===== config.mk =====
export PLATFORM = sky130hd
export DESIGN_NAME = aes_core_arbiter
export DESIGN_NICKNAME = d
export VERILOG_FILES = /design/src/rtl/aes_core_arbiter.sv
export SDC_FILE = /design/constraint.sdc
export NUM_CORES = 1
export LEC_CHECK = 0
export BUFFER_PORTS_ARGS = -buffer_cell sky130_fd_sc_hd__buf_2
export CORE_AREA = 2 2 597 599
export CTS_CLUSTER_SIZE = 24
export DETAILED_ROUTE_END_ITERATION = 10
export DIE_AREA = 0 0 599 601
export GPL_TIMING_DRIVEN = 0
export PLACE_DENSITY_LB_ADDON = 0.1
export SYNTH_ARGS = -nofsm -noshare
export SYNTH_HDL_FRONTEND = slang
export SYNTH_SLANG_ARGS = --single-unit

===== constraint.sdc =====
create_clock -name clk -period 2.2 [get_ports clk]
set_input_delay 0.22 -clock clk [delete_from_list [all_inputs] [get_ports clk]]
set_output_delay 0.22 -clock clk [all_outputs]
set_load 0.05 [all_outputs]

===== src/rtl/aes_core_arbiter.sv =====
// aes_core_arbiter
//   Round-robin arbiter sharing one iterative AES-128 encrypt core among
//   NREQ requesters. One job in flight at a time. Key/plaintext are
//   registered on grant and held for the whole core pass. The result is
//   returned on a single tagged response port.
//
// Optional feature macro: AES_ARB_WDOG_EN
//   When defined, a BUSY-cycle watchdog is added together with the
//   WDOG_LIMIT parameter and the wdog_err_o port. A hung core pass is then
//   abandoned and the arbiter resynchronises in BOOT.
//
// Ports
//   clk, nrst       clock, asynchronous active-low reset
//   req_valid_i     per-requester request pending
//   req_ready_o     one-hot accept strobe (IDLE only)
//   req_pt_i        plaintexts, requester i at [i*128 +: 128]
//   req_key_i       keys, same packing
//   rsp_valid_o     ciphertext valid, held until rsp_ready_i
//   rsp_ready_i     response consumer ready
//   rsp_id_o        requester that owns rsp_data_o
//   rsp_data_o      ciphertext
//   core_start_o    core start pulse (one cycle)
//   core_pt_o       plaintext to core (registered)
//   core_key_o      key to core (registered)
//   core_ct_i       ciphertext from core
//   core_finish_i   core idle / result ready
//   wdog_err_o      sticky watchdog error (AES_ARB_WDOG_EN only)

module aes_core_arbiter #(
    parameter int NREQ = 4
`ifdef AES_ARB_WDOG_EN
    ,parameter int WDOG_LIMIT = 20
`endif
) (
    input  logic                   clk,
    input  logic                   nrst,
    input  logic [NREQ-1:0]        req_valid_i,
    output logic [NREQ-1:0]        req_ready_o,
    input  logic [NREQ*128-1:0]    req_pt_i,
    input  logic [NREQ*128-1:0]    req_key_i,
    output logic                   rsp_valid_o,
    input  logic                   rsp_ready_i,
    output logic [$clog2(NREQ)-1:0] rsp_id_o,
    output logic [127:0]           rsp_data_o,
    output logic                   core_start_o,
    output logic [127:0]           core_pt_o,
    output logic [127:0]           core_key_o,
    input  logic [127:0]           core_ct_i,
    input  logic                   core_finish_i
`ifdef AES_ARB_WDOG_EN
    ,output logic                  wdog_err_o
`endif
);

    localparam int IDW = $clog2(NREQ);

    typedef enum logic [2:0] {
        S_BOOT,
        S_IDLE,
        S_LAUNCH,
        S_BUSY,
        S_RESP
    } state_e;

    state_e               state_q;
    logic [IDW-1:0]       rr_ptr_q;
    logic [IDW-1:0]       rsp_id_q;
    logic                 rsp_valid_q;
    logic [127:0]         rsp_data_q;
    logic                 core_start_q;
    logic [127:0]         core_pt_q;
    logic [127:0]         core_key_q;

    logic [NREQ-1:0][127:0] pt_a;
    logic [NREQ-1:0][127:0] key_a;

    assign pt_a  = req_pt_i;
    assign key_a = req_key_i;

    // Round-robin search starting just after the last granted requester.
    // cand is one bit wider so rr_ptr+k cannot overflow before the wrap.
    logic           any_req;
    logic           found;
    logic [IDW:0]   cand;
    logic [IDW-1:0] grant_d;

    always_comb begin
        any_req = |req_valid_i;
        found   = 1'b0;
        cand    = '0;
        grant_d = rr_ptr_q;
        for (int k = 1; k <= NREQ; k++) begin
            cand = {1'b0, rr_ptr_q} + (IDW+1)'(k);
            if (cand >= (IDW+1)'(NREQ))
                cand = cand - (IDW+1)'(NREQ);
            if (!found && req_valid_i[cand[IDW-1:0]]) begin
                found   = 1'b1;
                grant_d = cand[IDW-1:0];
            end
        end
    end

    // Accept strobe is combinational so the requester sees it in the
    // same cycle the slice is latched.
    always_comb begin
        req_ready_o = '0;
        if (state_q == S_IDLE && any_req)
            req_ready_o[grant_d] = 1'b1;
    end

`ifdef AES_ARB_WDOG_EN
    localparam int WCW = $clog2(WDOG_LIMIT + 1);
    logic [WCW-1:0] wdog_cnt_q;
    logic           wdog_err_q;
    assign wdog_err_o = wdog_err_q;
`endif

    always_ff @(posedge clk or negedge nrst) begin
        if (!nrst) begin
            state_q      <= S_BOOT;
            rr_ptr_q     <= IDW'(NREQ - 1);
            rsp_id_q     <= '0;
            rsp_valid_q  <= 1'b0;
            rsp_data_q   <= '0;
            core_start_q <= 1'b0;
            core_pt_q    <= '0;
            core_key_q   <= '0;
`ifdef AES_ARB_WDOG_EN
            wdog_cnt_q   <= '0;
            wdog_err_q   <= 1'b0;
`endif
        end else begin
            case (state_q)
                // Core runs a dummy pass out of reset; its output is junk.
                S_BOOT: begin
                    if (core_finish_i)
                        state_q <= S_IDLE;
                end
                S_IDLE: begin
                    if (any_req) begin
                        core_pt_q    <= pt_a[grant_d];
                        core_key_q   <= key_a[grant_d];
                        rsp_id_q     <= grant_d;
                        rr_ptr_q     <= grant_d;
                        core_start_q <= 1'b1;
                        state_q      <= S_LAUNCH;
                    end
                end
                S_LAUNCH: begin
                    core_start_q <= 1'b0;
`ifdef AES_ARB_WDOG_EN
                    wdog_cnt_q   <= '0;
`endif
                    state_q      <= S_BUSY;
                end
                S_BUSY: begin
                    if (core_finish_i) begin
                        rsp_data_q  <= core_ct_i;
                        rsp_valid_q <= 1'b1;
                        state_q     <= S_RESP;
                    end
`ifdef AES_ARB_WDOG_EN
                    else if (wdog_cnt_q == WCW'(WDOG_LIMIT - 1)) begin
                        // Drop the job; BOOT realigns on the next finish.
                        wdog_err_q <= 1'b1;
                        state_q    <= S_BOOT;
                    end else begin
                        wdog_cnt_q <= wdog_cnt_q + 1'b1;
                    end
`endif
                end
                S_RESP: begin
                    if (rsp_ready_i) begin
                        rsp_valid_q <= 1'b0;
                        state_q     <= S_IDLE;
                    end
                end
                default: state_q <= S_BOOT;
            endcase
        end
    end

    assign rsp_valid_o  = rsp_valid_q;
    assign rsp_id_o     = rsp_id_q;
    assign rsp_data_o   = rsp_data_q;
    assign core_start_o = core_start_q;
    assign core_pt_o    = core_pt_q;
    assign core_key_o   = core_key_q;

endmodule


* After elaboration in Yosys (flattened, before gate mapping)
Index checks and enable logic that the tools add are counted.
** Storage, ports and cells
- Flip-flop bits (word level) :: 393
- Bits of input ports :: 1160
- Output and inout bits :: 392
- Logic and storage cells :: 87
** Operators by class
- Add/sub/neg operators :: 8
- Magnitude comparators :: 10
- Eq/ne operators :: 8
- Mux-type cells :: 36
- Reduce and logical (&&, ||, !) cells :: 17
** Operator list (count)
- 128-bit binary-select mux with 2-bit select :: 2
- 128-bit two-way mux :: 2
- 2-bit two-way mux :: 8
- 2-bit by 3-bit less-than comparator with 1-bit output (second input constant) :: 5
- 3-bit one-hot mux with 5 select lines :: 1
- 3-bit >= comparator (second input constant) :: 4
- 3-bit two-way mux :: 4
- 1-bit two-way mux :: 11
- 1-bit binary-select mux with 2-bit select :: 4
- 2-bit inequality test (second input constant) :: 4
- 2-bit by 1-bit subtractor with 2-bit output (second input constant) :: 4
- 2-bit by 2-bit adder with 3-bit output (second input constant) :: 2
- 3-bit by 2-bit == test with 1-bit output (second input constant) :: 2
- 2-bit AND reduction :: 3
- 1-bit logical AND :: 5
- 4-bit two-way mux :: 1
- 1-bit one-hot mux with 2 select lines :: 2
- 4-bit AND reduction :: 1
- 2-bit nonzero test :: 2
- 4-bit OR reduction :: 1
- 2-bit by 1-bit adder with 3-bit output (second input constant) :: 1
- 2-bit by 3-bit adder with 3-bit output (second input constant) :: 1
- 3-bit by 1-bit == test with 1-bit output (second input constant) :: 1
- 3-bit == test (second input constant) :: 1
- 5 further kinds :: 7

* Depth between registers and ports, before layout
- Word-level depth :: 20
- Mapped depth :: 8
- Mapped depth without buffers :: 5

* Worst setup path before layout
Ideal clock, no wire load.
- Path kind :: register to output
- Start point :: register rr_ptr_q[0]
- End point :: output port req_ready_o[0]
- Arrival time :: 2.689 ns
- Data required time :: 1.980 ns
- Slack :: -0.709 ns
- Stages on the path, launching flop included :: 8
- Buffers on the path :: 3
- Path through :: dfstp_2 -> nand2b_1 -> o21ai_2 -> a221o_1 -> buf_2 -> buf_2 -> buf_2 -> nor3_1
** On the way
- Cells in the longest elaborated chain, start to end :: 20
- Elaborated cells between the ends (all ways) :: 43
- Those cells by class :: add/sub: 8; order compare: 6; mux: 22; reduce/logical: 7
** RTL lines
- from (decl) :: RTL line 66 : logic [IDW-1:0] rr_ptr_q;
- from (signal assigned) :: RTL line 121 : rr_ptr_q <= IDW'(NREQ - 1);
- from (signal assigned) :: RTL line 144 : rr_ptr_q <= grant_d;
- 2-bit by 1-bit adder with 3-bit output :: RTL line 93 : cand = {1'b0, rr_ptr_q} + (IDW+1)'(k);
- 3-bit >= comparator or 2-bit by 1-bit subtractor with 2-bit output (tied branches) :: RTL line 94, 95
- 2-bit two-way mux :: RTL line 94 : if (cand >= (IDW+1)'(NREQ))
- 1-bit binary-select mux with 2-bit select :: RTL line 96 : if (!found && req_valid_i[cand[IDW-1:0]]) begin
- 1-bit two-way mux (not written as such) :: RTL line 96
- 1-bit two-way mux :: RTL line 96
- 1-bit logical NOT :: RTL line 96
- 1-bit logical AND :: RTL line 96
- [... 4 more ...]
- 1-bit logical NOT :: RTL line 96
- 1-bit logical AND :: RTL line 96
- 2-bit two-way mux * :: RTL line 96
- 2-bit by 3-bit less-than comparator with 1-bit output (not written as such) or 2-bit by 1-bit >= comparator with 1-bit output (tied branches) :: RTL line 108 : req_ready_o[grant_d] = 1'b1;
- 1-bit logical AND (not written as such) :: RTL line 108
- 1-bit two-way mux (not written as such) :: RTL line 108
- 1-bit demux with 2-bit select * :: RTL line 108
- 4-bit two-way mux * :: RTL line 107 : if (state_q == S_IDLE && any_req)
- to (decl) :: RTL line 38 : output logic [NREQ-1:0] req_ready_o,
Every way passes the cells marked *; elsewhere a longest branch is shown, timed or not. The select of a mux whose other input is x is not followed.

* Worst setup path in the final report
Ends and elaborated chain as after synthesis.

==> results.yml <==
timing:
  setup_slack_ps: -793
  slew_headroom_pct: 43.7
  rsz0062_at_grt: "true"
  period_share_pct: 136
  fin_crit_ps: 2990
  tightest_slew_ps: 844
  hold_viol_final: 0
  setup-violations-final: 262
  slew_viol_final: 0
  timing.fmax_mhz: 334
  fin_skew_ps: 65.1
synth:
  ys_async_sr_fraction_pct: 100
  synthAdderAreaFrac_pct: 0
  synth_area_per_cell_um2: 9.48
  synth_top_family_by_area: "compound AO/OA/AOI/OAI gates"
  netlist_area_mm2: 0.0228
  synth_xor_area_share_pct: 0
  yosysWarnings: 0
  synth_area_leaders: "dfrtp_1 43%, a211oi_1 17%, and3_1 14%, o31ai_1 8.4%, mux2_2 6.4%"
  synthTopCellsByCount: "512 x a211oi_1, 512 x and3_1, 391 x dfrtp_1"
  synth_mux_area_share_pct: 6.41
  synth_edf_count: 0
  post_synth_and_or_nand_nor_area_fraction_pct: 18.9
  synth_cells: 2407
  seq_area_frac_synth_pct: 43.1
  synth_nets: 3567
  synth_cell_types: 32
  synth-compound-area-share_pct: 25.9
  post-synth-top-area-cell: "dfrtp_1"
  synth_top_area_share_pct: 42.9
  synth_seq_cells: 393
  synth_ff_type: "dfrtp_1"
clock_network:
  clk_path_buf_depth: 4
  clkLatencyLatePin_ps: 800
  cts_tree: "yes"
  clk_pin_slew_worst_paths_ps: 60
  root_buffer: "clkbuf_16"
  numCtsBuffers: 74
  cts.sinks: 393
  cts_max_level: 3
cells_and_area:
  final.fill_count: 40202
  final_net_count: 6487
  area_delta_synth_final_pct: 161
  finalNonFillerCells: 10194
  drive_above_1_share_pct: 52.9
global_routing:
  grt_busiest_layer: "met2"
  grt_pass1_vias: 35884
  grt_start_max_net_pins: 95
  met1_usage_pct: 19.9
  use_met3_pct: 3.85
  grt-ovfl-total: 0
  met2_usage_pct: 27.6
  grt_pass1_wl_um: 376000
  grt_use_total_pct: 15.8
  antenna_found_initial: 181
worst_hold_path:
  holdPathStages: 4
  worstHoldEndpoint: "core_key_o[82]"
  hold_class: "primary input to register"
  hold_start: "req_key_i[82]"
routing:
  routed_wirelength_um: 303000
  wire_per_inst_um: 29.7
  drc_errors: 0
  drtAntennaViolNets: 0
  vias: 33979
  dr.pass1.iters: 4
  vias_per_cell: 3.33
  first_iter_violations: 1651
worst_setup_path:
  cp_max_fo: 4
  worst_r2r_startpoint: "rr_ptr_q[0]"
  cp-start-kind: "register"
  cp-end-kind: "output port"
  worstPathArrival_ps: 2770
  r2r_end: "core_key_o[107]"
  crit_type: "register to output port"
  cp_data_required_time_ps: 1980
  rrSetupSlack_ps: -580
  rr_worst_depth: 13
power:
  ir_drop_mv: 0.604
  p_switching_mw: 50.9
  p_comb_share_pct: 72.8
  seqPwrFrac_pct: 14.1
  clkPwrFrac_pct: 13.1
  cellInternalPower_mw: 41.9
  total_power_mw: 92.8
  p_per_area_mw_per_mm2: 1560
  p_sw_share_pct: 54.9
  p_leak_nw: 25.8
die:
  num_io_pins: 1552
  die_y_um: 601
  rows: 219
  start_util_pct: 6.45
  core-area_mm2: 0.354
  dieArea_mm2: 0.360
  dieWidth_um: 599
placement:
  post-place-ws_ps: -2240
  place_hpwl_um: 242000
  dp_cells: 8719
  globalplace.congestion: 0.878
  io_buffers: 1551
run_status:
  failed_checks: "setup timing"
  status: "finished with violations"
run:
  maxCapViolations: 0
-- cells by family after synthesis --
kind of cell           after synthesis
and+or+nand+nor                    795
AOI/OAI and AO/OA                  786
muxes                              130
DFF                                393
buffers and inverters              303
-- state kept, by name, indices dropped and copies added (netlist names) --
name	flops
core_start_o	1
core_pt_o	128
core_key_o	128
rsp_data_o	128
state_q	3
rsp_valid_o	1
rsp_id_o	2
rr_ptr_q	2
-- per-stage QoR --
stage	setup TNS (ps)	instance area [µm²]	hold WS, ps	util [%]
2_1_floorplan	0	22900	-75.6	-
3_3_place_gp	-4885140	36600	455	10.3
3_5_place_dp	-466070	36800	-3.62	10.4
4_1_cts	-175070	54800	0.495	15.5
5_1_grt	-134970	59500	5.20	16.8
6_report	-107130	59600	35.1	16.8
-- worst max-delay path, stage by stage (launching register included) --
cell,delay [ps]
dfstp_2,580
nand2b_4,160
o21ai_4,60
a221o_1,350
buf_12,160
buf_16,140
buf_16,150
nor3_4,190
buf_6,200
-- power groups by stage --
stage	Sequential, mW	Clock (mW)	Combinational (mW)
after global routing	13.5	13.0	71.2
after floorplan	24.9	0	15.1
after CTS	13.1	12.8	60.1
after detailed placement	13.2	0	49.2
after global placement	13.1	0	49.1
final	13.1	12.1	67.6
-- cell usage in the layout (no fill, tap or decap), types with 4 or more instances in the layout --
| cell type | instances |
|---|---|
| a211oi_1 | 112 |
| a211oi_2 | 254 |
| a211oi_4 | 146 |
| and3_1 | 368 |
| and3_2 | 6 |
| and3_4 | 138 |
| buf_12 | 87 |
| buf_16 | 33 |
| buf_2 | 1563 |
| buf_4 | 55 |
| buf_6 | 79 |
| buf_8 | 39 |
| bufinv_16 | 4 |
| clkbuf_1 | 61 |
| clkbuf_16 | 124 |
| clkbuf_2 | 46 |
| clkbuf_4 | 29 |
| clkbuf_8 | 25 |
| clkinv_2 | 11 |
| clkinvlp_4 | 4 |
| dfrtp_1 | 391 |
| diode_2 | 64 |
| dlygate4sd3_1 | 1106 |
| mux2_2 | 130 |
| nand2_1 | 262 |
| o21ai_0 | 4 |
| o31ai_1 | 211 |
| o31ai_2 | 45 |
-- area by class of cell --
class / instances / area (µm²) / area share, %
Antenna cell: 64 / 160 / 0.269
Buffer: 288 / 3380 / 5.68
Clock buffer: 104 / 2110 / 3.55
Clock inverter: 24 / 285 / 0.479
Inverter: 4 / 15.0 / 0.0252
Multi-Input combinational cell: 1711 / 15800 / 26.5
Sequential cell: 393 / 9840 / 16.5
Tap cell: 4751 / 5940 / 9.98
Timing Repair Buffer: 2855 / 22100 / 37.0
-- how the worst max path moves through the flow --
stage	end	cells past startpoint	startpoint	slack, ps
6_report	req_ready_o[0]	8	rr_ptr_q[0]	-790
5_1_grt	req_ready_o[0]	8	rr_ptr_q[0]	-940
4_1_cts	req_ready_o[3]	8	rr_ptr_q[0]	-960
3_5_place_dp	req_ready_o[1]	9	req_valid_i[1]	-2240
3_3_place_gp	rsp_id_o[0]	1	nrst	-10410
2_1_floorplan	req_ready_o[2]	7	rr_ptr_q[0]	2
-- metal layers --
| metal | vias to the layer above | wire (µm) |
|---|---|---|
| met3 | 324 | 19500 |
| met4 | 66 | 4910 |
| met2 | 1378 | 148000 |
| li1 | 15165 | - |
| met1 | 17046 | 130000 |
| met5 | - | 431 |
-- timing repair --
action,in CTS,in global routing
hold buffers,1101,5
buffers inserted,68,86
cloned,10,33
hold endpoints to repair,545,5
endpoints found under the setup margin,373,381
pin swaps,213,298
resized for setup,857,782
Power figures use the tool's default switching activity.
